File: src/rtl/mem_access_ctrl_pkg.sv
// Shared definitions for the memory access controller: FSM state encoding and
// wait-timer sizing.
package mem_access_ctrl_pkg;

  typedef enum logic [2:0] {
    StIdle,
    StRdWait,
    StWrWait,
    StDone,
    StErr
  } state_e;

  localparam int unsigned TimeoutDefault = 16;
  localparam int unsigned CountWidth     = 5;

endpackage

File: src/rtl/mem_access_ctrl_if.sv
// Control-unit / memory handshake bundle for mem_access_ctrl.
// The master drives requests and mem_ready; the slave is the controller.
interface mem_access_ctrl_if;
  logic rd_req;
  logic wr_req;
  logic bus_ld;
  logic mem_ready;
  logic mem_rd;
  logic mem_wr;
  logic mdr_in;
  logic md_sel;
  logic busy;
  logic done;
  logic err;

  modport master (
    output rd_req, wr_req, bus_ld, mem_ready,
    input  mem_rd, mem_wr, mdr_in, md_sel, busy, done, err
  );

  modport slave (
    input  rd_req, wr_req, bus_ld, mem_ready,
    output mem_rd, mem_wr, mdr_in, md_sel, busy, done, err
  );
endinterface

File: src/rtl/mem_access_ctrl_wait_timer.sv
// Wait-cycle counter for memory accesses; tc_o flags the last allowed wait cycle.
module wait_timer
  import mem_access_ctrl_pkg::*;
#(
  parameter int unsigned Timeout = TimeoutDefault
) (
  input  logic clk_i,
  input  logic clr_i,
  input  logic en_i,
  output logic tc_o
);

  logic [CountWidth-1:0] count_q;

  always_ff @(posedge clk_i) begin
    if (clr_i) begin
      count_q <= '0;
    end else if (en_i) begin
      count_q <= count_q + 1'b1;
    end
  end

  assign tc_o = (count_q == CountWidth'(Timeout - 1));

endmodule

File: src/rtl/mem_access_ctrl.sv
// Memory access controller: sequences MDR reads/writes against a ready
// handshake with a bounded wait and a one-cycle done/err completion pulse.
module mem_access_ctrl
  import mem_access_ctrl_pkg::*;
#(
  parameter int unsigned TIMEOUT = TimeoutDefault
) (
  input logic               clk,
  input logic               clr,
  mem_access_ctrl_if.slave  bus
);

  state_e state_q, state_d;
  logic   waiting;
  logic   timer_clr;
  logic   timer_en;
  logic   timer_tc;

  assign waiting   = (state_q == StRdWait) || (state_q == StWrWait);
  // Holding the timer clear outside the wait states guarantees a zero count on entry.
  assign timer_clr = clr || !waiting;
  assign timer_en  = waiting && !bus.mem_ready;

  wait_timer #(
    .Timeout (TIMEOUT)
  ) u_wait_timer (
    .clk_i (clk),
    .clr_i (timer_clr),
    .en_i  (timer_en),
    .tc_o  (timer_tc)
  );

  always_comb begin
    state_d = state_q;
    unique case (state_q)
      StIdle: begin
        if (bus.rd_req) begin
          state_d = StRdWait;
        end else if (bus.wr_req) begin
          state_d = StWrWait;
        end
      end
      StRdWait, StWrWait: begin
        // A ready in the terminal cycle still completes the access.
        if (bus.mem_ready) begin
          state_d = StDone;
        end else if (timer_tc) begin
          state_d = StErr;
        end
      end
      StDone, StErr: state_d = StIdle;
      default:       state_d = StIdle;
    endcase
  end

  always_ff @(posedge clk) begin
    if (clr) begin
      state_q <= StIdle;
    end else begin
      state_q <= state_d;
    end
  end

  // Outputs depend on state, mem_ready and bus_ld only; requests never reach them.
  always_comb begin
    bus.mem_rd = 1'b0;
    bus.mem_wr = 1'b0;
    bus.mdr_in = 1'b0;
    bus.md_sel = 1'b0;
    bus.busy   = (state_q != StIdle);
    bus.done   = 1'b0;
    bus.err    = 1'b0;
    unique case (state_q)
      StIdle: begin
        bus.mdr_in = bus.bus_ld;
        bus.md_sel = bus.bus_ld;
      end
      StRdWait: begin
        bus.mem_rd = 1'b1;
        bus.mdr_in = bus.mem_ready;
      end
      StWrWait: bus.mem_wr = 1'b1;
      StDone:   bus.done   = 1'b1;
      StErr:    bus.err    = 1'b1;
      default:  ;
    endcase
  end

endmodule

File: src/flat_wrapper.sv
// flat-port wrapper written by rule: the top's interface ports become plain ports
module mem_access_ctrl_flat import mem_access_ctrl_pkg::*;
#(
  parameter int unsigned TIMEOUT = TimeoutDefault
)
  (clk, clr, bus_rd_req, bus_wr_req, bus_bus_ld, bus_mem_ready, bus_mem_rd, bus_mem_wr, bus_mdr_in, bus_md_sel, bus_busy, bus_done, bus_err);
  mem_access_ctrl_if bus_i ();
  input logic clk;
  input logic clr;
  input wire logic [$bits(bus_i.rd_req)-1:0] bus_rd_req;
  input wire logic [$bits(bus_i.wr_req)-1:0] bus_wr_req;
  input wire logic [$bits(bus_i.bus_ld)-1:0] bus_bus_ld;
  input wire logic [$bits(bus_i.mem_ready)-1:0] bus_mem_ready;
  output wire logic [$bits(bus_i.mem_rd)-1:0] bus_mem_rd;
  output wire logic [$bits(bus_i.mem_wr)-1:0] bus_mem_wr;
  output wire logic [$bits(bus_i.mdr_in)-1:0] bus_mdr_in;
  output wire logic [$bits(bus_i.md_sel)-1:0] bus_md_sel;
  output wire logic [$bits(bus_i.busy)-1:0] bus_busy;
  output wire logic [$bits(bus_i.done)-1:0] bus_done;
  output wire logic [$bits(bus_i.err)-1:0] bus_err;
  assign bus_i.rd_req = bus_rd_req;
  assign bus_i.wr_req = bus_wr_req;
  assign bus_i.bus_ld = bus_bus_ld;
  assign bus_i.mem_ready = bus_mem_ready;
  assign bus_mem_rd = bus_i.mem_rd;
  assign bus_mem_wr = bus_i.mem_wr;
  assign bus_mdr_in = bus_i.mdr_in;
  assign bus_md_sel = bus_i.md_sel;
  assign bus_busy = bus_i.busy;
  assign bus_done = bus_i.done;
  assign bus_err = bus_i.err;
  mem_access_ctrl #(.TIMEOUT(TIMEOUT)) u_core (.clk(clk), .clr(clr), .bus(bus_i));
endmodule
File: config.mk
export PLATFORM = sky130hd
export DESIGN_NAME = mem_access_ctrl_flat
export DESIGN_NICKNAME = d
export VERILOG_FILES = /design/src/rtl/mem_access_ctrl_pkg.sv /design/src/rtl/mem_access_ctrl_if.sv /design/src/rtl/mem_access_ctrl_wait_timer.sv /design/src/rtl/mem_access_ctrl.sv /design/src/flat_wrapper.sv
export SDC_FILE = /design/constraint.sdc
export NUM_CORES = 1
export LEC_CHECK = 0
export ABC_CLOCK_PERIOD_IN_PS = 3700
export BUFFER_PORTS_ARGS = -buffer_cell sky130_fd_sc_hd__buf_4
export CAP_MARGIN = 10
export CELL_PAD_IN_SITES_DETAIL_PLACEMENT = 0
export CELL_PAD_IN_SITES_GLOBAL_PLACEMENT = 1
export CORE_MARGIN = 5
export CORE_UTILIZATION = 30
export DETAILED_ROUTE_END_ITERATION = 12
export PLACE_DENSITY_LB_ADDON = 0.1
export SYNTH_ARGS = -nofsm -noshare
export SYNTH_HDL_FRONTEND = slang
export SYNTH_SLANG_ARGS = --single-unit
File: constraint.sdc
create_clock -name clk -period 3.7 [get_ports clk]
set_clock_uncertainty 0.2 [all_clocks]
set_input_delay 0 -clock clk [delete_from_list [all_inputs] [get_ports clk]]
set_output_delay 0 -clock clk [all_outputs]
set_load 0.02 [all_outputs]
==> run metrics, run 1 <==
Tcrit/Tclk final=75.3%; # port buffers=12; NumNets Final=82; Die H=50.1 um; clk slew on worst S/H paths=0.05 ns; Setup Viol. Count Final=0; worst slew pin tran=0.392 ns; Total Wirelength=954 um; Final HPWL DP=695 um; Setup TNS=0 ns; dominant cell type by area after synthesis=dfxtp_1; Placement Rows=14; leakage dissipation=0.000283 uW; placed inst area=567 um^2; vias in the first global route=403; Area Growth Syn to Fin=34.8%; top-count cell post-synth=nor2_1; Remaining Overflow, GRT=0; synthesized area=482 um^2; Pre-antenna DRT Iters=4; CP Launch Point=u_core.u_wait_timer.count_q[0]$_SDFFE_PP0P_; WHS=0.116 ns; synth top area cells=dfxtp_1 (33%), nor2_1 (7.8%), ha_1 (5.2%), nand2b_1 (5.2%), nor4b_4 (4.9%); CP Capture Type=flip-flop; worst ir drop on vdd=0.235 mV; I/O Pins=13; Yosys reg bits=8; first-pass GRT wire length=1600 um; M2 GR Usage=12.6%; Via Count=413; sequential fraction of the synthesis area=33.2%; PwrDens=488 nW/um^2; Final Hold Viols=0; commonest cells in the netlist=nor2_1 (10), dfxtp_1 (8), nand2b_1 (4); Synth top area share=33.2%; H-tree Lvls=1; GP Congestion=0.680; DRC=0; Worst EP required=3.64 ns; Mapped Nets=63; total CTS buffers=3; # diodes=0; GRT met3 Usage=6.33%; ys flop type=dfxtp_1; syn_area_per_cell=8.76 um^2; initial DRC count=10; met1 Resource Use GR=9.19%; Ys Warns=0; Design Area, Final=649 um^2; clock sinks=8; worst path arrival time=2.72 ns; worst r2r src=u_core.u_wait_timer.count_q[0]$_SDFFE_PP0P_; Bufs on Longest Clock Path=2; final worst path period need=2.79 ns; Layout fillers=151; Synth cell types=27; Die ar.=2510 um^2; post-DR vias/cell=4.69; post-route ant nets=0; Slew headroom=73.8%; GRT Max-Usage Layer=met2; initial antenna violation count=0; layout cells sized above 1=23.6%; starting density of the core=32.0%; Post-synth ARST share=0%; TritonCTS clock tree=built; Hold Crit Start=bus_bus_ld; Resize count post-CTS=0; pins over their slew limit=0; Setup Crit Path Kind=reg2reg; max cap viols=0; Die W=50.1 um; Worst-Skew Late Latency=0.25 ns; clock root buffer=clkbuf_4; status=finished, final reports clean; Core Region=1510 um^2; Critical Path Start Type=flip-flop; Total GRT Usage=8.25%; largest net degree at the start of global routing=12; worst min path class=in2out; fmax=359 MHz; Max FO, Critical Path=4; post-DR wirelength/cell=10.8 um; RSZ-0062 raised after global routing=false; Post-synth EDFFs=0; synthesized instance count=55
==> sequential cells by signal, indices dropped and copies added, names as in the netlist <==
register and cells:
u_core.u_wait_timer.count_q 5, u_core.state_q 3
==> what timing repair did <==
| item | 4_1_cts | 5_1_grt |
|---|---|---|
| endpoints found under the setup margin | 0 | 0 |
| hold buffers | 6 | 0 |
| endpoints found under the hold margin | 8 | 0 |
| setup buffers | 0 | 0 |
==> final timing paths <==
check / to / slack [ns] / cells past startpoint
worst max-delay path: u_core.state_q[1]$_SDFFE_PP0P_ / 0.91 / 9
worst min-delay path: bus_md_sel / 0.12 / 3
worst max register to register: u_core.state_q[1]$_SDFFE_PP0P_ / 0.91 / 9
worst min register to register: u_core.u_wait_timer.count_q[4]$_SDFFE_PP0P_ / 0.29 / 2
==> metrics by stage <==
stage	setup WS (ns)	cells	power (uW)	utilization [%]
2_1_floorplan	2.10	55	203	-
3_3_place_gp	1.98	79	243	37.6
3_5_place_dp	1.98	79	242	37.6
4_1_cts	0.906	88	322	43.1
5_1_grt	0.788	88	340	43.1
6_report	0.915	88	317	43.1
==> cell type report <==
type | instances | area (um^2) | area share [%]
clock buffer | 3 | 22.5 | 3.47
inverter | 2 | 7.51 | 1.16
multi-input combinational | 41 | 289 | 44.5
sequential | 8 | 160 | 24.7
tap | 16 | 20.0 | 3.08
timing repair buffer | 18 | 150 | 23.1
==> where the power goes <==
group	switching, uW	total (uW)	internal, uW
registers	22.5	118	95.7
logic	62.9	134	70.9
clock network	28.1	65.1	37.0
total	113	317	204
==> placed cells by master (no fill, tap or decap), drive strengths merged <==
cell and n:
nor4b 2, o22ai 1, and4b 1, nor3 2, xnor2 2, a21oi 2
ha 2, dlygate4sd3 6, clkbuf 3, nand3 1, nand2b 4, xor2 2
dfxtp 8, nor2 10, and2 1, mux2i 2, nor2b 1, inv 2
nor3b 2, buf 12, a31oi 1, o311ai 1, nand2 2, and3b 1
and3 1
==> worst max-delay path, stage by stage (launching register included) <==
cell,delay [ns]
dfxtp_1,0.36
ha_1,0.16
and3_1,0.16
ha_1,0.16
nand2b_1,0.11
and4b_1,0.21
a31oi_1,0.13
dlygate4sd3_1,0.56
o22ai_1,0.07
dlygate4sd3_1,0.56
==> cells by family after synthesis <==
| kind of cell | after synthesis | synth area share [%] |
|---|---|---|
| mux | 2 | 4.16 |
| flops | 8 | 33.2 |
| buf+inv | 6 | 6.75 |
| fa+ha+maj | 2 | 5.19 |
| compound gates | 5 | 6.50 |
| xor+xnor | 4 | 8.83 |
| simple gates | 28 | 35.3 |
==> routing by layer <==
layer | up-vias | wire length (um)
met5 | - | 0
met4 | 0 | 0
met3 | 0 | 86
met2 | 11 | 432
met1 | 181 | 435
li1 | 221 | -
No activity file was read; power rests on OpenSTA's default activity.
==> inputs of run 2 (changes only) <==
--- a/config.mk
+++ b/config.mk
@@ -5,7 +5,7 @@
 export SDC_FILE = /design/constraint.sdc
 export NUM_CORES = 1
 export LEC_CHECK = 0
-export ABC_CLOCK_PERIOD_IN_PS = 3700
+export ABC_CLOCK_PERIOD_IN_PS = 2300
 export BUFFER_PORTS_ARGS = -buffer_cell sky130_fd_sc_hd__buf_4
 export CAP_MARGIN = 10
 export CELL_PAD_IN_SITES_DETAIL_PLACEMENT = 0
==> constraint.sdc (replaced) <==
create_clock -name clk -period 2.3 [get_ports clk]
set_clock_uncertainty 0.2 [all_clocks]
set_input_delay 0 -clock clk [delete_from_list [all_inputs] [get_ports clk]]
set_output_delay 0 -clock clk [all_outputs]
set_load 0.02 [all_outputs]
==> run 2 against run 1 <==
  * Global-route usage grew 0.62 points
  * The run now ends with negative hold slack left
  * Critical path depth shrank 5
  * Sequential power grew 61%
  * Worst hold slack lost 0.15 ns
  * Critical endpoint is now u_core.state_q[0]$_SDFFE_PP0P_
  * Non-clock buffer count shrank 2
  * First-iteration DRC count shrank 80%
  * Count of clock-buffer cells in the layout is the same
  * Fmax grew 56%
  * Via count shrank 0.97%
  * Combinational power grew 50%
  * Largest power group unchanged
  * Register-to-register slack lost 0.40 ns
==> run metrics, run 2 (synthesis gave the netlist of run 1 again) <==
status=complete, but fails checks (was finished, final reports clean); failing checks=negative hold slack; Final Hold Viols=1 (was 0); Worst EP required=2.28 ns (was 3.64 ns); Via Count=409 (was 413); Worst path max stage delay=0.58 ns (was 0.56 ns); vias in the first global route=423 (was 403); Setup TNS=0 ns (unchanged); Design Area, Final=632 um^2 (was 649 um^2); Tcrit/Tclk final=77.7% (was 75.3%); Die ar.=2510 um^2 (unchanged); # port buffers=12 (unchanged); Bufs on Longest Clock Path=2 (unchanged); Critical Path Start Type=flip-flop (unchanged); worst slew pin tran=0.380 ns (was 0.392 ns); worst min path class=in2reg (was in2out); Setup Viol. Count Final=0 (unchanged); post-route ant nets=0 (unchanged); Pre-antenna DRT Iters=3 (was 4); Die W=50.1 um (unchanged); clock root buffer=clkbuf_4 (unchanged); starting density of the core=32.0% (unchanged); Die H=50.1 um (unchanged); CP max-delay cell=dlygate4sd3_1 (unchanged); initial DRC count=2 (was 10); WHS=-0.0389 ns (was 0.116 ns); H-tree Lvls=1 (unchanged); Total GRT Usage=8.87% (was 8.25%); clock sinks=8 (unchanged); most common cell after layout, fill and taps aside=buf_4 (unchanged); final worst path period need=1.79 ns (was 2.79 ns); PwrDens=788 nW/um^2 (was 488 nW/um^2); biggest regs=u_core.u_wait_timer.count_q (5), u_core.state_q (3) (unchanged); Area Growth Syn to Fin=31.2% (was 34.8%); most frequent cells in the layout=buf_4 (12), nor2_1 (10), dfxtp_1 (6), nand2b_1 (4), dlygate4sd3_1 (4) (was buf_4 (12), nor2_1 (10), dfxtp_1 (8), dlygate4sd3_1 (6), nand2b_1 (4)); worst ir drop on vdd=0.353 mV (was 0.235 mV); Setup Crit Path Kind=reg2reg (unchanged); Placement Rows=14 (unchanged); worst path arrival time=1.77 ns (was 2.72 ns); Tot Pwr=498 uW (was 317 uW); final setup margin=0.513 ns (was 0.915 ns); placed inst area=567 um^2 (unchanged); post-DR vias/cell=4.76 (was 4.69); I/O Pins=13 (unchanged); Layout fillers=167 (was 151); # diodes=0 (unchanged); Worst-Skew Late Latency=0.25 ns (about the same); CP Capture Type=flip-flop (unchanged); multi-input logic area=289 um^2 (unchanged); TritonCTS clock tree=built (unchanged); Setup Fix Bufs, Post-CTS=0 (unchanged); Remaining Overflow, GRT=0 (unchanged); pins over their slew limit=0 (unchanged); total CTS buffers=3 (unchanged); clk slew on worst S/H paths=0.06 ns (was 0.05 ns); largest net degree at the start of global routing=12 (unchanged); Core Region=1510 um^2 (unchanged); leakage dissipation=0.000276 uW (was 0.000283 uW); fmax=560 MHz (was 359 MHz); DRC=0 (unchanged); crit-path cells=nor2_1 -> o311ai_0 -> dlygate4sd3_1 -> a21oi_1 (was ha_1 -> and3_1 -> ha_1 -> nand2b_1 -> and4b_1 -> a31oi_1 -> dlygate4sd3_1 -> o22ai_1 -> dlygate4sd3_1); Total Wirelength=945 um (was 954 um); number of flip-flops in the largest register=5 (unchanged); Max FO, Critical Path=9 (was 4); Final HPWL DP=682 um (was 695 um); Biggest register=u_core.u_wait_timer.count_q (unchanged); Slew headroom=74.6% (was 73.8%); max cap viols=0 (unchanged); layout cells sized above 1=27.1% (was 23.6%); GP Congestion=0.613 (was 0.680); final core occ=41.9% (was 43.1%); Place WS=0.576 ns (was 1.98 ns); post-DR wirelength/cell=11.0 um (was 10.8 um); Register Area=163 um^2 (was 160 um^2); NumNets Final=80 (was 82); RSZ-0062 raised after global routing=false (unchanged); first-pass GRT wire length=1730 um (was 1600 um); initial antenna violation count=0 (unchanged)
## run 2: cell type report
type / instances / area share [%]
multi-input combinational: 41 / 45.7
sequential: 8 / 25.7
timing repair buffer: 16 / 20.6
clock buffer: 3 / 3.56
tap: 16 / 3.17
inverter: 2 / 1.19
## run 2: routing by layer
layer  vias to the layer above  routed length (um)  share of wire (%)  GRT usage [%]
met1                       181                 453                 48           11.0
met3                         0                  54                5.7           4.52
met5                         -                   0                  0              0
li1                        221                   -                  -              -
met4                         0                   0                  0           1.31
met2                         7                 438                 46           13.8
## run 2: timing repair
action / CTS / global route
hold buffers: 5 / 0
endpoints found under the hold margin: 8 / 0
setup endpoints to repair: 0 / 1
resized for setup: 0 / 2
## run 2: per-stage QoR
stage	instances	hold slack, ns
finish	86	-0.0389
global route	86	0.0723
CTS	87	0.130
detailed placement	79	0.111
global placement	79	0.114
floorplan	55	-0.0173
## run 2: worst max-delay path, delay by kind of cell (launching register included)
family / cells / cell delay [ns]
AND/OR/NAND/NOR: 1 / 0.25
AO/OA/AOI/OAI: 2 / 0.27
buffers and inverters: 1 / 0.58
flip-flops: 1 / 0.42
## run 2: path summary, 6_finish.rpt
check	slack [ns]	end	cells past startpoint	start
max reg2reg	0.51	u_core.state_q[0]$_SDFFE_PP0P_	4	u_core.state_q[2]$_SDFFE_PP0P_
min	-0.04	u_core.state_q[1]$_SDFFE_PP0P_	4	bus_rd_req
min reg2reg	0.28	u_core.u_wait_timer.count_q[4]$_SDFFE_PP0P_	2	u_core.u_wait_timer.count_q[4]$_SDFFE_PP0P_
max	0.51	u_core.state_q[0]$_SDFFE_PP0P_	4	u_core.state_q[2]$_SDFFE_PP0P_
## run 2: power breakdown
part           total (uW)  leakage (uW)  switching [uW]  internal [uW]
sequential            190     0.0000660            35.2            155
clock                 107     0.0000138            47.5           59.7
combinational         201      0.000196            98.1            102
total                 498      0.000276             181            317
